[src/rtl/mem_arb_pkg.sv]
// Shared types and constants for the four-port memory arbiter.
package mem_arb_pkg;

  localparam int N_REQ  = 4;
  localparam int ADDR_W = 13;
  localparam int DATA_W = 8;
  localparam int ID_W   = 2;

  typedef enum logic [1:0] {IDLE, ISSUE, WAIT, RESP} arb_state_t;

  typedef logic [ADDR_W-1:0] addr_t;
  typedef logic [DATA_W-1:0] data_t;

  function automatic logic [N_REQ-1:0] id_onehot(input logic [ID_W-1:0] id);
    logic [N_REQ-1:0] oh;
    oh     = '0;
    oh[id] = 1'b1;
    return oh;
  endfunction

endpackage

[src/rtl/rr_picker.sv]
// Round-robin winner select: first set req bit after ptr, wrapping back to ptr.
// Latency: combinational.
// Backpressure: none; consumer decides when to take the winner.
module rr_picker
  import mem_arb_pkg::*;
(
  input  logic [N_REQ-1:0] req,
  input  logic [ID_W-1:0]  ptr,
  output logic             any_req,
  output logic [ID_W-1:0]  winner
);

  always_comb begin
    logic [ID_W-1:0] idx;
    logic            found;
    any_req = |req;
    winner  = ptr;
    found   = 1'b0;
    idx     = '0;
    // offset 4 wraps to ptr itself, so the last grantee has lowest priority
    for (int k = 1; k <= N_REQ; k++) begin
      idx = ptr + ID_W'(k);
      if (!found && req[idx]) begin
        winner = idx;
        found  = 1'b1;
      end
    end
  end

endmodule

[src/rtl/mem_port_arbiter.sv]
// Round-robin arbiter sharing one fixed-latency single-port memory among four clients.
// Latency: request seen in IDLE -> mem_en next cycle -> ack MEM_LAT+2 cycles after the request.
// Backpressure: clients hold req until their one-cycle ack; inputs are only sampled in IDLE.
module mem_port_arbiter
  import mem_arb_pkg::*;
#(
  parameter int MEM_LAT = 2
) (
  input  logic                    clk,
  input  logic                    rst_n,
  input  logic [N_REQ-1:0]        req,
  input  logic [N_REQ-1:0]        we,
  input  logic [N_REQ*ADDR_W-1:0] addr,
  input  logic [N_REQ*DATA_W-1:0] wdata,
  output logic [N_REQ-1:0]        ack,
  output logic [DATA_W-1:0]       rdata,
  output logic [ID_W-1:0]         gnt_id,
  output logic                    busy,
  output logic                    mem_en,
  output logic                    mem_we,
  output logic [ADDR_W-1:0]       mem_addr,
  output logic [DATA_W-1:0]       mem_wdata,
  input  logic [DATA_W-1:0]       mem_rdata
);

  arb_state_t      state;
  logic [ID_W-1:0] ptr;
  logic [2:0]      lat_cnt;
  logic            any_req;
  logic [ID_W-1:0] winner;

  rr_picker u_picker (
    .req     (req),
    .ptr     (ptr),
    .any_req (any_req),
    .winner  (winner)
  );

  always_ff @(posedge clk or negedge rst_n) begin
    if (!rst_n) begin
      state     <= IDLE;
      ptr       <= ID_W'(N_REQ-1);
      lat_cnt   <= '0;
      ack       <= '0;
      rdata     <= '0;
      gnt_id    <= '0;
      busy      <= 1'b0;
      mem_en    <= 1'b0;
      mem_we    <= 1'b0;
      mem_addr  <= '0;
      mem_wdata <= '0;
    end else begin
      case (state)
        IDLE: begin
          if (any_req) begin
            gnt_id    <= winner;
            mem_we    <= we[winner];
            mem_addr  <= addr[winner*ADDR_W +: ADDR_W];
            mem_wdata <= wdata[winner*DATA_W +: DATA_W];
            mem_en    <= 1'b1;
            busy      <= 1'b1;
            state     <= ISSUE;
          end
        end
        ISSUE: begin
          mem_en  <= 1'b0;
          lat_cnt <= 3'(MEM_LAT-1);
          state   <= WAIT;
        end
        WAIT: begin
          // data is captured for writes too; the client simply ignores it
          if (lat_cnt == '0) begin
            rdata <= mem_rdata;
            ack   <= id_onehot(gnt_id);
            state <= RESP;
          end else begin
            lat_cnt <= lat_cnt - 3'd1;
          end
        end
        RESP: begin
          ack   <= '0;
          ptr   <= gnt_id;
          busy  <= 1'b0;
          state <= IDLE;
        end
        default: state <= IDLE;
      endcase
    end
  end

endmodule

[config.mk]
export PLATFORM = sky130hd
export DESIGN_NAME = mem_port_arbiter
export DESIGN_NICKNAME = d
export VERILOG_FILES = /design/src/rtl/mem_arb_pkg.sv /design/src/rtl/rr_picker.sv /design/src/rtl/mem_port_arbiter.sv
export SDC_FILE = /design/constraint.sdc
export NUM_CORES = 1
export LEC_CHECK = 0
export BUFFER_PORTS_ARGS = -buffer_cell sky130_fd_sc_hd__buf_2
export CORE_MARGIN = 2
export CORE_UTILIZATION = 30
export DETAILED_ROUTE_END_ITERATION = 16
export SETUP_SLACK_MARGIN = 0.4
export SLEW_MARGIN = 20
export SYNTH_ARGS = -nofsm -noshare
export SYNTH_HDL_FRONTEND = slang
export SYNTH_SLANG_ARGS = --single-unit
[constraint.sdc]
create_clock -name clk -period 2.4 [get_ports clk]
set_input_delay 0.24 -clock clk [delete_from_list [all_inputs] [get_ports clk]]
set_output_delay 0.24 -clock clk [all_outputs]
set_load 0.005 [all_outputs]
==> results_dict.tcl, run 1 <==
set metrics [dict create \
    core_area_sq_um 8300 \
    synth.distinct_cells 37 \
    mappedNetlistArea_sq_um 2600 \
    grt_pass1_wl_microns 11000 \
    clk_latency_ns 0.29 \
    syn2layout_area_growth_pct 36.7 \
    root_buffer "clkbuf_8" \
    dieArea_sq_um 9430 \
    max_freq_ghz 0.536 \
    wl_microns 6630 \
    mostFrequentLayoutCells "buf_2, mux2i_1, dfrtp_1" \
    critPathLaunchType "register" \
    fillers 820 \
    gp_congestion 0.775 \
    rr_endpoint "mem_addr[12]" \
    overflow 0 \
    maxCapViolCount 0 \
    rsz0062_at_grt "no" \
    path_clk_slew_ns 0.09 \
    drtAntennaViolNets 0 \
    synth-main-ff-cell "dfrtp_1" \
    synthCells 236 \
    slew_headroom_pct 59.3 \
    synth.net_count 345 \
    hold_path.class "input pin to asynchronous set/reset pin" \
    rrSetupSlack_ns 0.53 \
    antenna_found_initial 0 \
    period_share_pct 77.7 \
    cts_buffers 5 \
    p_per_area_nw_per_um2 1200 \
    postSynthAreaPerCell_sq_um 11.0 \
    hold_buffers 0 \
    fin_util_pct 42.8 \
    netlist_top_cells_area "dfrtp_1, mux2i_1, o221ai_2" \
    drive_gt1_share_pct 48.7 \
    ys_seq_area_share_pct 43.4 \
    clkSinkCount 45 \
    yosys.area.top_type_share_pct 41.4 \
    reg2reg_depth 6 \
    track_usage_pct 14.0 \
    die_y_microns 97.1 \
    wl_per_cell_microns 13.8 \
    async_reset_ff_share_pct 100 \
    vias 2321 \
    yosys.area.top_type "dfrtp_1" \
    ir_drop_mv 0.441 \
    antenna_cells 0 \
    final_common_cell "buf_2" \
    synth_edf_count 0 \
    setup_viol 0 \
    finalHoldViolCount 0 \
    hpwlAfterDp_microns 5040 \
    final_max_slew_viol_count 0 \
    grt_max_degree 46 \
    status "complete, no violations" \
    ys_warn_count 0 \
    grt_pass1_vias 2311 \
    synth-seq-cells 45 \
    drc 0 \
    post_cts_buffers 0 \
    fin_tns_setup_ns 0 \
    clk_path_buf_depth 2 \
    die_x_microns 97.1 \
    start_util_pct 31.3 \
    htreeDepth 2 \
    crit_path_end_kind "register" \
    tightest_slew_ns 0.605 \
    ios 140 \
    r2r_start "ptr[0]" \
    port_buffers 139 \
    fin_crit_ns 1.87 \
    cts_tree "done" \
    leakage_nw 1.81 \
    cp.arrival_ns 2.02 \
    via_per_inst 4.83 \
    finClkSkew_ns 0.00295 \
    path_max_fanout 42 \
    first_pass_iters 4 \
    rows 33 \
    final_nets 484 \
    crit_type "register to register" \
    required_ns 2.56 \
    first_iter_violations 38 \
]
cell type report:
class	count	area, sq um	area share [%]
clock buffers	6	82.6	2.32
clock inverters	2	37.5	1.06
inverters	8	30.0	0.845
multi-input cells	169	1370	38.6
flip-flops and latches	45	1130	31.8
well taps	105	131	3.70
repair buffers	146	773	21.8
registers in the layout, indices dropped and copies added, names as in the netlist:
register,flops
mem_addr,13
gnt_id,2
lat_cnt,3
mem_we,1
mem_en,1
mem_wdata,8
state,2
ptr,2
rdata,8
ack,4
busy,1
routing by layer:
layer	wire, microns	vias to the layer above	share of wire, %	GRT usage [%]
li1	-	1143	-	-
met1	2910	1093	44	18.0
met2	3210	81	48	23.9
met3	451	4	6.8	3.45
met4	56	0	0.84	3.25
met5	0	-	0	0
critical path, cell delays in order, from the launching register on:
cell,delay (ns)
dfstp_2,0.56
nor2b_1,0.06
o21ai_1,0.21
o31ai_4,0.12
buf_12,0.19
a2111oi_0,0.49
a211oi_1,0.09
timing repair:
action | 4_1_cts | 5_1_grt
gates cloned | 0 | 0
resized for setup | 1 | 2
endpoints found under the setup margin | 1 | 10
metrics by stage:
stage | instances | area (sq um) | hold slack (ns) | total power [mW] | setup WS (ns)
2_1_floorplan | 236 | 2600 | -0.0556 | 2.94 | 0.678
3_3_place_gp | 473 | 3430 | 0.359 | 3.66 | 0.511
3_5_place_dp | 473 | 3430 | 0.363 | 3.72 | 0.409
4_1_cts | 481 | 3550 | 0.0317 | 4.35 | 0.475
5_1_grt | 481 | 3550 | 0.0787 | 4.66 | 0.462
6_report | 481 | 3550 | 0.0168 | 4.27 | 0.534
power by group:
part	switching, mW	internal (mW)
Combinational	1.16	1.13
Clock	0.258	0.339
Sequential	0.235	1.15
Total	1.65	2.62
kinds of logic (layout without fill, tap and decap cells):
group | count (synthesis) | after routing | share of synthesized area, %
XOR/XNOR | 1 | 1 | 0.337
AND/OR/NAND/NOR | 58 | 58 | 10.3
AO/OA/AOI/OAI | 49 | 49 | 16.8
buffers and inverters | 22 | 162 | 4.48
flip-flops | 45 | 45 | 43.4
multiplexers | 54 | 54 | 21.3
adder cells (fa/ha/maj) | 7 | 7 | 3.37
how the worst max path moves through the flow:
stage	start	end	slack, ns	cells past startpoint
3_3_place_gp	lat_cnt[0]	rdata[2]	0.51	5
4_1_cts	ptr[0]	mem_addr[8]	0.47	6
6_report	ptr[0]	mem_addr[12]	0.53	6
5_1_grt	ptr[0]	mem_we	0.46	6
3_5_place_dp	lat_cnt[0]	rdata[1]	0.41	5
2_1_floorplan	ptr[0]	mem_addr[10]	0.68	8
synthesized netlist by cell type, drive strengths merged, types with 2 or more instances:
library cell,count
o221ai,19
a31oi,3
a21oi,4
a211oi,3
a41oi,2
clkbuf,3
a2111oi,3
buf,11
mux2,11
mux2i,43
dfstp,2
dfrtp,43
ha,7
nand2b,2
nand2,30
o21ai,8
inv,8
nor2b,9
a22o,2
nor2,13
No activity file was read; power rests on OpenSTA's default activity.
==> run 2: changes to the inputs <==
==> constraint.sdc (replaced) <==
create_clock -name clk -period 1.6 [get_ports clk]
set_input_delay 0.16 -clock clk [delete_from_list [all_inputs] [get_ports clk]]
set_output_delay 0.16 -clock clk [all_outputs]
set_load 0.005 [all_outputs]
==> results_dict.tcl, run 2 (same netlist as run 1, synthesis figures left out) <==
set metrics [dict create \
    reg2reg_depth 6 \
    vias 2483 \
    critPathSlowestCell "dfstp_2" \
    rows 33 \
    tightest_slew_ns 0.403 \
    path_max_fanout 12 \
    drc 0 \
    via_per_inst 4.77 \
    rsz0062_at_grt "yes" \
    cts_tree "done" \
    ios 140 \
    final_cells 521 \
    ir_drop_mv 0.925 \
    violations "setup timing" \
    status "finished with violations" \
    maxCapViolCount 0 \
    fin_crit_ns 1.70 \
    track_usage_pct 15.2 \
    drive_gt1_share_pct 63.9 \
    port_buffers 139 \
    largest_registers "mem_addr: 13 flops, mem_wdata: 8 flops, rdata: 8 flops" \
    largest-register "mem_addr" \
    required_ns 1.77 \
    first_iter_violations 56 \
    crit_path_end_kind "register" \
    gp_congestion 0.720 \
    grt_max_degree 46 \
    setup_slack_ns -0.0977 \
    hpwlAfterDp_microns 5370 \
    crit_type "register to register" \
    root_buffer "clkbuf_8" \
    setup_viol 22 \
    drtAntennaViolNets 0 \
    syn2layout_area_growth_pct 66.8 \
    fin_util_pct 52.3 \
    mostFrequentLayoutCells "buf_2, dfrtp_1, mux2i_1" \
    critPathLaunchType "register" \
    period_share_pct 106 \
    path_common_cell "buf_12" \
    largest_reg_flops 13 \
    antenna_found_initial 0 \
    cp.arrival_ns 1.87 \
    die_y_microns 97.1 \
    hp-start "mem_rdata[2]" \
    finClkSkew_ns 0.00867 \
    clkSinkCount 45 \
    finalHoldViolCount 0 \
    clk_path_buf_depth 2 \
    fillers 721 \
    path_clk_slew_ns 0.09 \
    dieArea_sq_um 9430 \
    start_util_pct 31.3 \
    wl_microns 7230 \
    fin_hold_ws_ns 0.0869 \
    final_nets 524 \
    slowest_delay_ns 0.58 \
    leakage_nw 2.14 \
    core_area_sq_um 8300 \
    final_max_slew_viol_count 0 \
    dp_cells 496 \
    cts_buffers 5 \
    p_per_area_nw_per_um2 1880 \
    wl_per_cell_microns 13.9 \
    whs_path_depth 2 \
    clk_latency_ns 0.29 \
    htreeDepth 2 \
    die_x_microns 97.1 \
    overflow 0 \
    max_freq_ghz 0.589 \
    antenna_cells 0 \
    final_common_cell "buf_2" \
    hold_path.class "input pin to register" \
    grt_pass1_wl_microns 11900 \
    slew_headroom_pct 72.9 \
    crit_start "ptr[0]" \
    cp_cell_sequence "nor2b_4, o31ai_4, buf_12, buf_12, mux2i_1, o221ai_2" \
    grt_pass1_vias 2510 \
    first_pass_iters 4 \
    r2r_start "ptr[0]" \
]
run 2: cell count changes in the layout (fill, tap and decap cells not counted), moves of 6 or more:
| cell | previous run | this run |
|---|---|---|
| mux2_4 | 0 | 9 |
| buf_12 | 2 | 9 |
| mux2_2 | 11 | 2 |
| buf_4 | 5 | 20 |
| mux2i_2 | 0 | 7 |
| o21ai_0 | 6 | 0 |
| mux2i_1 | 43 | 33 |
| buf_6 | 0 | 15 |
run 2: metrics by stage:
stage	instance area [sq um]	total power, mW	setup WS, ns	setup TNS (ns)
floorplan	2750	4.78	-0.0288	-0.256
global placement	3790	6.34	-0.101	-1.09
detailed placement	3790	6.45	-0.151	-2.30
CTS	4210	7.97	-0.111	-1.65
global route	4340	8.81	-0.200	-3.58
finish	4340	8.17	-0.0977	-1.49
run 2: what timing repair did:
item | in CTS | in global routing
endpoints found under the setup margin | 45 | 43
gates resized for setup | 42 | 25
hold buffers | 1 | 0
cloned | 2 | 0
pin swaps | 7 | 11
hold endpoints to repair | 43 | 0
buffers inserted | 11 | 3
run 2: cell type report:
type,instances,area (sq um),area share (%)
Timing Repair Buffer,186,1260,29.2
Tap cell,105,131,3.03
Inverter,8,30.0,0.692
Clock buffer,5,68.8,1.59
Multi-Input combinational cell,169,1690,39.0
Clock inverter,3,22.5,0.519
Sequential cell,45,1130,26.0
run 2: power by group:
group	switching, mW	internal (mW)	total, mW	leakage (nW)
Clock	0.400	0.310	0.710	0.0481
Combinational	2.27	3.06	5.33	1.55
Sequential	0.403	1.73	2.13	0.545
Total	3.07	5.10	8.17	2.14
run 2: routing by layer:
metal | vias to the layer above | wire length (microns) | GRT usage [%]
met5 | - | 0 | 0
met4 | 0 | 69 | 3.58
met3 | 5 | 541 | 3.60
met2 | 100 | 3540 | 26.1
met1 | 1151 | 3090 | 19.3
li1 | 1227 | - | -
run 2: worst max-delay path, delay by kind of cell (launching register included):
kind	cells	cell delay, ns
compound gates	2	0.37
simple gates	1	0.06
mux	1	0.22
buf+inv	2	0.33
flops	1	0.58
run 2: worst paths after layout:
path / slack, ns / endpoint
worst max-delay path: -0.1 / mem_addr[11]
worst min-delay path: 0.09 / rdata[2]
worst max register to register: -0.1 / mem_addr[11]
worst min register to register: 0.49 / mem_wdata[1]
max in group asynchronous: 0.96 / ptr[0]
min in group asynchronous: 0.36 / rdata[5]
==> run 3: changes to the inputs <==
--- a/config.mk
+++ b/config.mk
@@ -5,7 +5,7 @@
 export SDC_FILE = /design/constraint.sdc
 export NUM_CORES = 1
 export LEC_CHECK = 0
-export BUFFER_PORTS_ARGS = -buffer_cell sky130_fd_sc_hd__buf_2
+export BUFFER_PORTS_ARGS = -buffer_cell sky130_fd_sc_hd__buf_4
 export CORE_MARGIN = 2
 export CORE_UTILIZATION = 30
 export DETAILED_ROUTE_END_ITERATION = 16
==> results_dict.tcl, run 3 (same netlist as run 1, synthesis figures left out) <==
set metrics [dict create \
    status "finished with violations" \
    rr_endpoint "mem_addr[8]" \
    largest-register "mem_addr" \
    ios 140 \
    fillers 726 \
    cts_tree "done" \
    hold_path.class "input pin to register" \
    grt_use_met1_pct 20.9 \
    drive_gt1_share_pct 63.4 \
    finClkSkew_ns 0.00856 \
    clk_latency_ns 0.30 \
    slew_headroom_pct 60.7 \
    path_clk_slew_ns 0.09 \
    multiInputGateArea_sq_um 1670 \
    crit_start "ptr[0]" \
    fin_tns_setup_ns -1.02 \
    overflow 0 \
    mostFrequentLayoutCells "buf_4, dfrtp_1, mux2i_1" \
    dpl_worst_slack_ns -0.178 \
    htreeDepth 2 \
    p_per_area_nw_per_um2 1870 \
    leakage_nw 2.29 \
    antenna_found_initial 0 \
    clk_path_buf_depth 2 \
    max_freq_ghz 0.597 \
    first_pass_iters 4 \
    grt_use_met3_pct 4.53 \
    top_usage_layer "met2" \
    root_buffer "clkbuf_8" \
    rows 33 \
    via_per_inst 4.80 \
    vias 2541 \
    grt_max_degree 46 \
    fin_crit_ns 1.67 \
    grt_pass1_wl_microns 13400 \
    cp.arrival_ns 1.86 \
    fin_util_pct 57.0 \
    maxCapViolCount 0 \
    power_mw 8.85 \
    drc 0 \
    clkSinkCount 45 \
    dp_cells 494 \
    core_area_sq_um 8300 \
    gp_congestion 0.737 \
    hold_end "rdata[2]" \
    required_ns 1.79 \
    final_nets 532 \
    regArea_sq_um 1130 \
    setup_viol 22 \
    ir_drop_mv 0.833 \
    wl_microns 8360 \
    r2r_start "ptr[0]" \
    largest_registers "mem_addr: 13 flops, mem_wdata: 8 flops, rdata: 8 flops" \
    crit_path_end_kind "register" \
    rrSetupSlack_ns -0.07 \
    first_iter_violations 94 \
    hpwlAfterDp_microns 5810 \
    cts_buffers 5 \
    track_usage_pct 17.5 \
    finalHoldViolCount 0 \
    drtAntennaViolNets 0 \
    finalInstanceArea_sq_um 4730 \
    wl_per_cell_microns 15.8 \
    whs_path_depth 2 \
    die_x_microns 97.1 \
    fin_hold_ws_ns 0.0765 \
    period_share_pct 105 \
    final_common_cell "buf_4" \
    hp-start "mem_rdata[2]" \
    syn2layout_area_growth_pct 82.1 \
    place_area_sq_um 4110 \
    rsz0062_at_grt "yes" \
    critPathLaunchType "register" \
    final_cells 529 \
    dieArea_sq_um 9430 \
    violations "setup timing" \
    antenna_cells 0 \
    start_util_pct 31.3 \
    port_buffers 139 \
    reg2reg_depth 6 \
    die_y_microns 97.1 \
    final_max_slew_viol_count 0 \
    grt_pass1_vias 2710 \
    path_max_fanout 12 \
    setup_slack_ns -0.0743 \
    met2_usage_pct 31.4 \
    largest_reg_flops 13 \
    crit_type "register to register" \
    tightest_slew_ns 0.590 \
]
-- run 3: changes by cell type in the layout (fill, tap and decap cells not counted), moves of 2 or more --
cell and delta:
buf_2 -139, buf_4 +143, buf_6 +5, clkinv_4 -2, inv_6 +2, mux2i_1 +3, mux2i_2 -3, nand2_1 +3
nand2_2 -3, nor2_2 -2
-- run 3: how the worst max path moves through the flow --
stage                   endpoint  depth (start not counted)
floorplan           mem_addr[10]                          8
global placement    mem_wdata[7]                          6
detailed placement        mem_we                          6
CTS                  mem_addr[1]                          6
global route        mem_wdata[7]                          6
finish               mem_addr[8]                          6
-- run 3: layer usage --
layer / vias up / part of all wire [%]
met3: 6 / 6.3
met5: - / 0
met2: 99 / 52
li1: 1240 / -
met1: 1196 / 40
met4: 0 / 0.83
-- run 3: where the power goes --
| group | internal (mW) | leakage (nW) | switching (mW) |
|---|---|---|---|
| combinational | 3.54 | 1.70 | 2.39 |
| clock | 0.319 | 0.0452 | 0.437 |
| sequential | 1.73 | 0.543 | 0.434 |
-- run 3: critical path, stage by stage (launching register included) --
cell      delay, ns
dfstp_2        0.59
nor2b_4        0.06
o31ai_4        0.24
buf_12         0.18
buf_12         0.14
mux2i_1        0.23
o221ai_2       0.12
-- run 3: final cells by class --
type                            instances  area share [%]
Tap cell                              105            2.78
Clock buffer                            5            1.45
Inverter                                8           0.634
Clock inverter                          3           0.529
Sequential cell                        45            23.9
Multi-Input combinational cell        169            35.4
Timing Repair Buffer                  194            35.4
-- run 3: what timing repair did --
action,CTS,global route
pin swaps,11,9
gates cloned,2,0
endpoints found under the setup margin,45,45
hold endpoints to repair,43,0
hold buffers,1,0
setup buffers,17,7
gates resized for setup,52,18
